### src/rtl/edge_counter_bank_pkg.sv
// ----------------------------------------------------------------------------
// edge_counter_pkg
//   Shared constants and helpers for the edge counter bank.
//   - EDGE_* : 2-bit edge selection codes driven on edge_mode
//   - calc_bytes : number of OUT_W-wide slices needed to read a CNT_W counter
//   - sel_width  : width of a select field for n choices (at least one bit)
//   Build option: COUNTER_SATURATE_EN (see edge_counter_bank).
// ----------------------------------------------------------------------------
package edge_counter_pkg;

    localparam logic [1:0] EDGE_BOTH = 2'b00;
    localparam logic [1:0] EDGE_RISE = 2'b01;
    localparam logic [1:0] EDGE_FALL = 2'b10;
    localparam logic [1:0] EDGE_NONE = 2'b11;

    // Number of readout slices, rounded up so the top bits are never lost.
    function automatic int calc_bytes(input int cnt_w, input int out_w);
        return (cnt_w + out_w - 1) / out_w;
    endfunction

    // Select width for n choices; a single choice still gets a 1-bit port.
    function automatic int sel_width(input int n);
        int w;
        if (n <= 1) begin
            w = 1;
        end else begin
            w = $clog2(n);
        end
        return w;
    endfunction

endpackage

### src/rtl/edge_counter_bank_sync_detect.sv
// ----------------------------------------------------------------------------
// edge_sync_detect
//   Synchronises one asynchronous input through SYNC_STAGES flops, keeps the
//   previous synchronised value, and decodes edge_mode into a one-cycle
//   edge pulse. The synchroniser and prev flop run unconditionally so that
//   an edge seen while the counter is paused or cleared is consumed then and
//   never shows up later.
// Ports
//   clk25      in  clock, all state on posedge
//   rst        in  asynchronous active-high reset
//   sig_in     in  asynchronous event input
//   edge_mode  in  00 both, 01 rising, 10 falling, 11 none
//   edge_pulse out high for one cycle when a selected edge is detected
// ----------------------------------------------------------------------------
module edge_sync_detect
    import edge_counter_pkg::*;
#(
    parameter int SYNC_STAGES = 2
) (
    input  logic       clk25,
    input  logic       rst,
    input  logic       sig_in,
    input  logic [1:0] edge_mode,
    output logic       edge_pulse
);

    logic [SYNC_STAGES-1:0] sync_r;
    logic                   prev_r;
    logic                   sync_out_s;
    logic                   pulse_s;

    assign sync_out_s = sync_r[SYNC_STAGES-1];

    // Synchroniser chain and previous-value flop.
    always_ff @(posedge clk25 or posedge rst) begin
        if (rst) begin
            sync_r <= '0;
            prev_r <= 1'b0;
        end else begin
            sync_r <= {sync_r[SYNC_STAGES-2:0], sig_in};
            prev_r <= sync_out_s;
        end
    end

    // Edge decode; mode is applied combinationally so a mode change only
    // affects the next edge and never manufactures one.
    always_comb begin
        pulse_s = 1'b0;
        case (edge_mode)
            EDGE_BOTH: pulse_s = sync_out_s ^ prev_r;
            EDGE_RISE: pulse_s = sync_out_s & ~prev_r;
            EDGE_FALL: pulse_s = ~sync_out_s & prev_r;
            EDGE_NONE: pulse_s = 1'b0;
            default:   pulse_s = 1'b0;
        endcase
    end

    assign edge_pulse = pulse_s;

endmodule

### src/rtl/edge_counter_bank.sv
// ----------------------------------------------------------------------------
// edge_counter_bank
//   Multi-channel edge counter. Each channel synchronises an async input,
//   detects the selected edges and counts them. Snapshot registers give a
//   coherent copy of all counters, read out one OUT_W slice at a time
//   through a registered mux.
// Parameters
//   NUM_CH (1..8), CNT_W (1..32), SYNC_STAGES (>=2), OUT_W
// Ports
//   clk25     in   single clock
//   rst       in   asynchronous active-high reset
//   sig_in    in   [NUM_CH]   async event inputs
//   clr       in   sync clear of counters and ovf (snapshots untouched)
//   pause     in   inhibit counting; edges during pause are dropped
//   edge_mode in   [2]        00 both, 01 rising, 10 falling, 11 none
//   snap      in   copy live counters into snapshots (tie high for live view)
//   ch_sel    in   channel to read
//   byte_sel  in   slice to read, 0 = LSBs
//   dout      out  [OUT_W]    registered readout, 0 for out-of-range selects
//   ovf       out  [NUM_CH]   sticky per-channel overflow
// Build option
//   COUNTER_SATURATE_EN : counters hold at all-ones instead of wrapping;
//                         ovf is set by the first blocked edge.
// ----------------------------------------------------------------------------
module edge_counter_bank
    import edge_counter_pkg::*;
#(
    parameter  int NUM_CH      = 2,
    parameter  int CNT_W       = 14,
    parameter  int SYNC_STAGES = 2,
    parameter  int OUT_W       = 8,
    localparam int BYTES       = calc_bytes(CNT_W, OUT_W),
    localparam int CH_SEL_W    = sel_width(NUM_CH),
    localparam int BYTE_SEL_W  = sel_width(BYTES)
) (
    input  logic                  clk25,
    input  logic                  rst,
    input  logic [NUM_CH-1:0]     sig_in,
    input  logic                  clr,
    input  logic                  pause,
    input  logic [1:0]            edge_mode,
    input  logic                  snap,
    input  logic [CH_SEL_W-1:0]   ch_sel,
    input  logic [BYTE_SEL_W-1:0] byte_sel,
    output logic [OUT_W-1:0]      dout,
    output logic [NUM_CH-1:0]     ovf
);

    localparam int               PAD_W   = BYTES * OUT_W;
    localparam logic [CNT_W-1:0] CNT_MAX = {CNT_W{1'b1}};

    logic [NUM_CH-1:0] pulse_s;
    logic [CNT_W-1:0]  cnt_r  [NUM_CH];
    logic [CNT_W-1:0]  snap_r [NUM_CH];
    logic [NUM_CH-1:0] ovf_r;
    logic [OUT_W-1:0]  dout_r;
    logic [PAD_W-1:0]  pad_s;
    logic [OUT_W-1:0]  rd_s;

    for (genvar g = 0; g < NUM_CH; g++) begin : g_ch
        edge_sync_detect #(
            .SYNC_STAGES (SYNC_STAGES)
        ) u_detect (
            .clk25      (clk25),
            .rst        (rst),
            .sig_in     (sig_in[g]),
            .edge_mode  (edge_mode),
            .edge_pulse (pulse_s[g])
        );
    end

    // Live counters and sticky overflow: clr beats pause beats counting.
    always_ff @(posedge clk25 or posedge rst) begin
        if (rst) begin
            for (int c = 0; c < NUM_CH; c++) begin
                cnt_r[c] <= '0;
            end
            ovf_r <= '0;
        end else begin
            for (int c = 0; c < NUM_CH; c++) begin
                if (clr) begin
                    cnt_r[c] <= '0;
                    ovf_r[c] <= 1'b0;
                end else if (pause) begin
                    cnt_r[c] <= cnt_r[c];
                    ovf_r[c] <= ovf_r[c];
                end else if (pulse_s[c]) begin
                    if (cnt_r[c] == CNT_MAX) begin
`ifdef COUNTER_SATURATE_EN
                        cnt_r[c] <= CNT_MAX;
`else
                        cnt_r[c] <= '0;
`endif
                        ovf_r[c] <= 1'b1;
                    end else begin
                        cnt_r[c] <= cnt_r[c] + CNT_W'(1);
                        ovf_r[c] <= ovf_r[c];
                    end
                end else begin
                    cnt_r[c] <= cnt_r[c];
                    ovf_r[c] <= ovf_r[c];
                end
            end
        end
    end

    // Snapshots capture the counter Q, i.e. the value before this edge's
    // count or clear, so a clr+snap pair preserves the final count.
    always_ff @(posedge clk25 or posedge rst) begin
        if (rst) begin
            for (int c = 0; c < NUM_CH; c++) begin
                snap_r[c] <= '0;
            end
        end else begin
            for (int c = 0; c < NUM_CH; c++) begin
                if (snap) begin
                    snap_r[c] <= cnt_r[c];
                end else begin
                    snap_r[c] <= snap_r[c];
                end
            end
        end
    end

    // Readout mux built from select masks: an out-of-range channel or slice
    // matches nothing and naturally yields zero. The snapshot is first
    // zero-extended to a whole number of slices.
    always_comb begin
        pad_s = '0;
        rd_s  = '0;
        for (int c = 0; c < NUM_CH; c++) begin
            pad_s[CNT_W-1:0] = pad_s[CNT_W-1:0]
                             | (snap_r[c] & {CNT_W{ch_sel == CH_SEL_W'(c)}});
        end
        for (int b = 0; b < BYTES; b++) begin
            rd_s = rd_s
                 | (pad_s[b*OUT_W +: OUT_W] & {OUT_W{byte_sel == BYTE_SEL_W'(b)}});
        end
    end

    // Registered readout.
    always_ff @(posedge clk25 or posedge rst) begin
        if (rst) begin
            dout_r <= '0;
        end else begin
            dout_r <= rd_s;
        end
    end

    assign dout = dout_r;
    assign ovf  = ovf_r;

endmodule

### config.mk
export PLATFORM = sky130hd
export DESIGN_NAME = edge_counter_bank
export DESIGN_NICKNAME = d
export VERILOG_FILES = /design/src/rtl/edge_counter_bank_pkg.sv /design/src/rtl/edge_counter_bank_sync_detect.sv /design/src/rtl/edge_counter_bank.sv
export SDC_FILE = /design/constraint.sdc
export NUM_CORES = 1
export LEC_CHECK = 0
export ABC_AREA = 1
export BUFFER_PORTS_ARGS = -buffer_cell sky130_fd_sc_hd__buf_4
export CAP_MARGIN = 20
export CELL_PAD_IN_SITES_DETAIL_PLACEMENT = 1
export CELL_PAD_IN_SITES_GLOBAL_PLACEMENT = 1
export CORE_MARGIN = 3
export CORE_UTILIZATION = 49
export CTS_CLUSTER_SIZE = 10
export DETAILED_ROUTE_END_ITERATION = 10
export PLACE_DENSITY_LB_ADDON = 0.1
export SLEW_MARGIN = 20
export SYNTH_ARGS = -nofsm -noshare
export SYNTH_HDL_FRONTEND = slang
export SYNTH_HIERARCHICAL = 1
export SYNTH_SLANG_ARGS = --single-unit
### constraint.sdc
create_clock -name clk25 -period 6.17 [get_ports clk25]
set_input_delay 0.9255 -clock clk25 [delete_from_list [all_inputs] [get_ports clk25]]
set_output_delay 0.9255 -clock clk25 [all_outputs]
set_load 0.02 [all_outputs]
==> reports/results.txt, run 1 <==
Result of the run -> finished clean
Unrepaired setup endpoints after global routing -> false
VDD IR max -> 0.145 mV
Sum of negative setup slack -> 0 ns
Net Count, Synth -> 419
CP Class -> in -> reg
Proportion of synthesized chip area in sequential cells -> 52.8%
DIE WIDTH -> 89.4 µm
Clock-pin transition on the worst setup and hold timing paths -> 0.08 ns
Root buf cell -> sky130_fd_sc_hd__clkbuf_8
Critical path startpoint category -> primary input
Cell variety after synth -> 25
Most frequent cells in the layout -> sky130_fd_sc_hd__dfrtp_1, sky130_fd_sc_hd__nand2_1, sky130_fd_sc_hd__nor2_1
All-Layer GR Usage -> 23.1%
Number of vias in the routed layout -> 2,730
Synth Cell Area -> 3410 µm²
Synth Instances -> 402
Arrival @ worst endpoint -> 2.22 ns
Post_cts resized -> 0
Worst Hold Slack -> 0.358 ns
Required arrival time at the worst endpoint -> 6.40 ns
Maximum clock skew at final layout -> 0.00996 ns
Kind of path behind the tightest hold check -> reg -> reg
TritonCTS clock tree -> built
Buffers on Ports -> 20
Height of the chip -> 89.4 µm
Core Area -> 6530 µm²
Fin util -> 58.5%
Power density over the cells -> 253 nW/µm²
Via count of the first global-routing pass -> 2,810
Final slew viol count -> 0
Clock latency reported for the late side of the worst-skew pair -> 0.36 ns
Most common cell after layout, fill and taps aside -> sky130_fd_sc_hd__dfrtp_1
Detail-routed via count per cell -> 5.40
Max-capacitance violation count -> 0
Clk sinks -> 72
Num CTS Buffers -> 9
Hold_buf cts -> 0
Setup Fix Bufs, Post-CTS -> 0
Transition at the pin with the smallest max-transition slack -> 0.830 ns
Total number of nets in the final design -> 441
Final WL -> 8290 µm
Number of remaining DRC errors -> 0
First-pass GRT wire length -> 13,800 µm
FP Rows -> 29
Leakage power figure -> 1.86 nW
Maximum frequency from static timing analysis -> 0.502 GHz
Antenna diode count -> 0
Die ar. -> 8000 µm²
Number of antenna violations at the first check in global routing -> 0
Minimum clock period -> 1.99 ns
Number of I/O pins -> 21
Share of the clock period used by the worst path -> 32.3%
Yosys reg bits -> 72
Count of synthesis-stage warnings from yosys -> 6
H-tree depth -> 3
Total grt overflow -> 0
Setup crit end kind -> flip-flop
Signed area change from the synthesized netlist to the final layout -> 12.0%
Mapped Avg Cell Area -> 8.48 µm²
Headroom to the max-slew limit -> 44.6%
Routed wirelength normalized by instance count -> 16.4 µm
Maximum number of pins on one net before global-route repair -> 67
DRC violation total after the first TritonRoute iteration -> 113
Initial core utilization -> 52.2%
Total setup violations reported at the end of the flow -> 0
Half-perimeter wire length after detailed placement -> 5840 µm
Worst-path fanout max -> 13
Number of buffers between clock root and the deepest sink -> 2
Routability cong. -> 0.774
Fraction of layout instances using a drive strength above 1 -> 14.2%
Number of nets with antenna violations after detailed routing -> 0
Number of optimization iterations in the first detailed-route pass -> 4
Number of endpoints with negative hold slack in the final report -> 0
[path summary, 6_finish.rpt]
kind | from | endpoint | slack (ns) | depth (start not counted)
worst max register to register | g_ch[1].u_detect/sync_r[1]$_DFF_PP0_ | cnt_r[5]$_DFFE_PP0P_ | 4.23 | 12
worst max-delay path | edge_mode[0] | cnt_r[5]$_DFFE_PP0P_ | 4.18 | 11
max in group asynchronous | rst | snap_r[24]$_DFFE_PP0P_ | 4.81 | 3
min in group asynchronous | rst | g_ch[0].u_detect/sync_r[0]$_DFF_PP0_ | 0.45 | 2
worst min-delay path | g_ch[1].u_detect/sync_r[0]$_DFF_PP0_ | g_ch[1].u_detect/sync_r[1]$_DFF_PP0_ | 0.36 | 0
worst min register to register | g_ch[1].u_detect/sync_r[0]$_DFF_PP0_ | g_ch[1].u_detect/sync_r[1]$_DFF_PP0_ | 0.36 | 0
[sequential cells by signal (all words and copies together), names as in the netlist]
name,flops
ovf,2
dout,8
g_ch.u_detect/prev_r,2
g_ch.u_detect/sync_r,4
snap_r,28
cnt_r,28
[where the power goes]
part	internal, W	switching (W)	total, W	leakage, nW
sequential	0.000488	0.00000942	0.000497	0.955
clock	0.000191	0.000198	0.000389	0.0964
combinational	0.0000255	0.0000529	0.0000784	0.806
total	0.000704	0.000260	0.000964	1.86
[cell usage after synthesis (all sizes together)]
master / count / share of area, %
inv: 55 / 6.1
a21oi: 23 / 3.4
nor3: 3 / 0.44
buf: 5 / 0.88
ha: 6 / 2.2
clkbuf: 5 / 0.55
mux2: 8 / 2.6
xnor2: 3 / 0.77
nor2: 70 / 8.3
nand3: 29 / 4.6
nand2: 75 / 8.6
o21ai: 26 / 4.1
o22ai: 5 / 0.92
nand4: 7 / 1.3
a31o: 1 / 0.26
xor2: 8 / 2.1
dfrtp: 72 / 53
a31oi: 1 / 0.18
[per-stage QoR]
stage / instances / total power [W] / setup slack [ns] / area, µm²
after CTS: 506 / 0.000976 / 4.20 / 3820
after global routing: 506 / 0.00101 / 4.04 / 3820
after global placement: 490 / 0.000582 / 3.92 / 3610
after detailed placement: 490 / 0.000586 / 3.83 / 3610
after floorplan: 402 / 0.000556 / 3.59 / 3410
final: 506 / 0.000964 / 4.18 / 3820
[worst max-delay path: stages]
cell and delay, ns:
sky130_fd_sc_hd__buf_4 0.14, sky130_fd_sc_hd__nor2_1 0.11, sky130_fd_sc_hd__nand2_1 0.06, sky130_fd_sc_hd__nand3_1 0.07, sky130_fd_sc_hd__nand2_1 0.13, sky130_fd_sc_hd__nand2_2 0.24
sky130_fd_sc_hd__inv_1 0.11, sky130_fd_sc_hd__nor2_2 0.18, sky130_fd_sc_hd__nand3_1 0.12, sky130_fd_sc_hd__nand2_1 0.09, sky130_fd_sc_hd__nor2_1 0.04
[routing by layer]
layer | GRT usage [%] | wire (µm)
met1 | 29.0 | 3820
met2 | 39.2 | 4110
met3 | 3.87 | 180
met4 | 9.74 | 177
met5 | 0 | 0
[final cells by class]
class | instances | area, µm²
Inverter | 55 | 206
Multi-Input combinational cell | 265 | 1350
Timing Repair Buffer | 21 | 158
Fill cell | 798 | 2710
Clock buffer | 9 | 124
Sequential cell | 72 | 1800
Tap cell | 77 | 96.3
Clock inverter | 7 | 80.1
[cells by family after synthesis]
family	after synthesis	synth area share (%)
muxes	8	2.64
AOI/OAI and AO/OA	56	8.88
xor gates and xnor gates	11	2.83
buffers and inverters	65	7.49
DFF	72	52.8
adders and majority gates	6	2.20
and+or+nand+nor	184	23.1
Note: power is estimated with default switching activity, not from simulation.
==> run 2: changes to the inputs <==
Settings changed: ABC_AREA 1 to 0, CORE_UTILIZATION 49 to 44.
Clock period 6.17 ns to 1.7 ns, I/O delays scaled along.
==> reports/results.txt, run 2 <==
Signed area change from the synthesized netlist to the final layout -> 25.5%
Via count of the first global-routing pass -> 2,330
TritonCTS clock tree -> built
Dominant register cell in the synthesized netlist -> sky130_fd_sc_hd__dfrtp_1
Synth area leaders -> sky130_fd_sc_hd__dfrtp_1, sky130_fd_sc_hd__mux2_2, sky130_fd_sc_hd__mux4_2
Half-perimeter wire length after detailed placement -> 4940 µm
Required arrival time at the worst endpoint -> 1.95 ns
Number of remaining DRC errors -> 0
Maximum frequency from static timing analysis -> 0.499 GHz
Kind of path behind the tightest hold check -> in -> reg
Result of the run -> complete, but fails checks
Total grt overflow -> 0
Worst-path fanout max -> 5
Cell variety after synth -> 41
Synth Cell Area -> 3280 µm²
H-tree depth -> 3
Leakage power figure -> 1.94 nW
Yosys reg bits -> 72
HP Start -> sig_in[1]
Transition at the pin with the smallest max-transition slack -> 0.398 ns
Maximum clock skew at final layout -> 0.00649 ns
Mapped Avg Cell Area -> 12.6 µm²
R2R cell count -> 8
Number of antenna violations at the first check in global routing -> 0
DRC violation total after the first TritonRoute iteration -> 98
Synth Instances -> 261
Buffers on Ports -> 20
Placed cell count -> 391
CP Class -> reg -> reg
Hold Path Cell Cnt -> 1
First-pass GRT wire length -> 11,900 µm
Core Area -> 7020 µm²
Proportion of netlist area held by the largest area contributor -> 55.0%
Net Count, Synth -> 278
Root buf cell -> sky130_fd_sc_hd__clkbuf_8
Worst Hold Slack -> 0.0286 ns
Arrival @ worst endpoint -> 2.25 ns
Most frequently used cell type in the post-synthesis netlist -> sky130_fd_sc_hd__dfrtp_1
FP Rows -> 30
Unrepaired setup endpoints after global routing -> true
Height of the chip -> 92.3 µm
Critical path startpoint category -> flip-flop
Clock-pin transition on the worst setup and hold timing paths -> 0.07 ns
DIE WIDTH -> 92.3 µm
Async set or reset register ratio after synthesis -> 100%
Detail-routed via count per cell -> 5.40
Number of optimization iterations in the first detailed-route pass -> 4
Final WL -> 7080 µm
Number of buffers between clock root and the deepest sink -> 2
Share of the clock period used by the worst path -> 118%
Max-capacitance violation count -> 0
Num CTS Buffers -> 9
Highest-delay cell along the critical path -> sky130_fd_sc_hd__dfrtp_1
Initial core utilization -> 46.7%
Minimum clock period -> 2.00 ns
Routed wirelength normalized by instance count -> 17.1 µm
Layout Cells excl Fill -> 415
Worst path max stage delay -> 0.35 ns
Crit Reg-Reg Startpoint -> g_ch[0].u_detect/sync_r[1]$_DFF_PP0_
Count of flip-flops with a built-in enable after synthesis -> 0
Ranking of synthesized cells by instance count -> sky130_fd_sc_hd__dfrtp_1, sky130_fd_sc_hd__mux2_2, sky130_fd_sc_hd__nor2_1, sky130_fd_sc_hd__xor2_1
Final slew viol count -> 0
Setup crit end kind -> flip-flop
Clk sinks -> 72
Count of synthesis-stage warnings from yosys -> 6
Headroom to the max-slew limit -> 73.3%
Routability cong. -> 0.751
Failing checks -> setup timing
Proportion of synthesized chip area in sequential cells -> 55.0%
Antenna diode count -> 0
Most frequent cells in the layout -> sky130_fd_sc_hd__dfrtp_1, sky130_fd_sc_hd__buf_4, sky130_fd_sc_hd__mux2_2
Most common cell after layout, fill and taps aside -> sky130_fd_sc_hd__dfrtp_1
Number of I/O pins -> 21
Number of nets with antenna violations after detailed routing -> 0
Cell accounting for the most synthesized area -> sky130_fd_sc_hd__dfrtp_1
Total number of nets in the final design -> 331
VDD IR max -> 0.429 mV
Power density over the cells -> 845 nW/µm²
Number of vias in the routed layout -> 2,240
Fraction of layout instances using a drive strength above 1 -> 40.8%
Worst setup path startpoint -> g_ch[0].u_detect/sync_r[1]$_DFF_PP0_
Number of endpoints with negative hold slack in the final report -> 0
All-Layer GR Usage -> 17.8%
Total setup violations reported at the end of the flow -> 30
Maximum number of pins on one net before global-route repair -> 67
Worst slack, placed -> -0.331 ns
Die ar. -> 8520 µm²
Cells traversed along the worst timing path -> inv_1, ha_1, and2b_1, o31ai_2, nor2b_4, o211ai_1, or3_1, a31oi_1
Clock latency reported for the late side of the worst-skew pair -> 0.33 ns
Setup slack of the critical path after layout -> -0.304 ns
## run 2: cell types whose count changed after synthesis, moves of 6 or more
| cell | before | now |
|---|---|---|
| sky130_fd_sc_hd__nand2_1 | 71 | 2 |
| sky130_fd_sc_hd__inv_1 | 54 | 9 |
| sky130_fd_sc_hd__nor2_1 | 64 | 21 |
| sky130_fd_sc_hd__nand3_1 | 27 | 3 |
| sky130_fd_sc_hd__mux2_2 | 8 | 28 |
| sky130_fd_sc_hd__o21ai_0 | 25 | 8 |
| sky130_fd_sc_hd__a21oi_1 | 23 | 8 |
| sky130_fd_sc_hd__o211ai_1 | 0 | 9 |
| sky130_fd_sc_hd__and3_1 | 0 | 7 |
| sky130_fd_sc_hd__xor2_1 | 8 | 15 |
| sky130_fd_sc_hd__mux4_2 | 0 | 6 |
| sky130_fd_sc_hd__or3_1 | 0 | 6 |
## run 2: worst paths after layout
kind	slack (ns)	endpoint
worst min register to register	0.35	g_ch[1].u_detect/sync_r[1]$_DFF_PP0_
worst max register to register	-0.30	cnt_r[27]$_DFFE_PP0P_
max in group asynchronous	0.83	cnt_r[16]$_DFFE_PP0P_
worst min-delay path	0.03	g_ch[1].u_detect/sync_r[0]$_DFF_PP0_
worst max-delay path	-0.30	cnt_r[27]$_DFFE_PP0P_
min in group asynchronous	0.37	g_ch[0].u_detect/prev_r$_DFF_PP0_
## run 2: layout make-up
class	count	area, µm²
inverters	9	37.5
repair buffers	55	463
fillers	729	2910
well taps	96	120
clock buffers	9	124
flip-flops and latches	72	1800
multi-input cells	167	1470
clock inverters	7	95.1
## run 2: worst max-delay path: cells and delay by family, from the launching register on
family	cells	cell delay, ns
AOI/OAI and AO/OA	3	0.46
adders and majority gates	1	0.29
buffers and inverters	1	0.05
DFF	1	0.35
and+or+nand+nor	3	0.77
## run 2: metrics by stage
stage	instance area (µm²)	power (W)	TNS [ns]	util, %
CTS	4050	0.00351	-6.74	57.6
global placement	3760	0.00201	-4.80	53.6
detailed placement	3760	0.00201	-5.89	53.6
finish	4110	0.00347	-6.89	58.6
global route	4110	0.00362	-11.18	58.6
floorplan	3350	0.00193	-3.62	-
## run 2: metal layers
metal,vias up,global-route usage [%],share of wire [%]
met3,7,2.92,3.4
met2,32,28.6,50
met5,-,0,0
li1,1046,-,-
met4,0,6.19,0.92
met1,1155,24.6,46
## run 2: logic make-up (layout without fill, tap and decap cells)
group	Yosys count	in the layout	synth area share [%]
DFF	72	72	55.0
and+or+nand+nor	65	65	11.9
AOI/OAI and AO/OA	43	43	9.20
muxes	36	36	14.4
buffers and inverters	22	80	2.71
xor gates and xnor gates	17	17	4.54
adders and majority gates	6	6	2.29
## run 2: power by group
| group | switching (W) | internal, W | leakage [nW] |
|---|---|---|---|
| logic | 0.000132 | 0.000113 | 0.845 |
| clock network | 0.000649 | 0.000829 | 0.110 |
| registers | 0.0000160 | 0.00174 | 0.989 |
## run 2: what timing repair did
item / 4_1_cts / 5_1_grt
hold endpoints to repair: 6 / 0
hold buffers: 1 / 0
resized for setup: 7 / 11
setup buffers: 4 / 3
pin swaps: 4 / 6
cloned: 0 / 1
endpoints found under the setup margin: 30 / 30
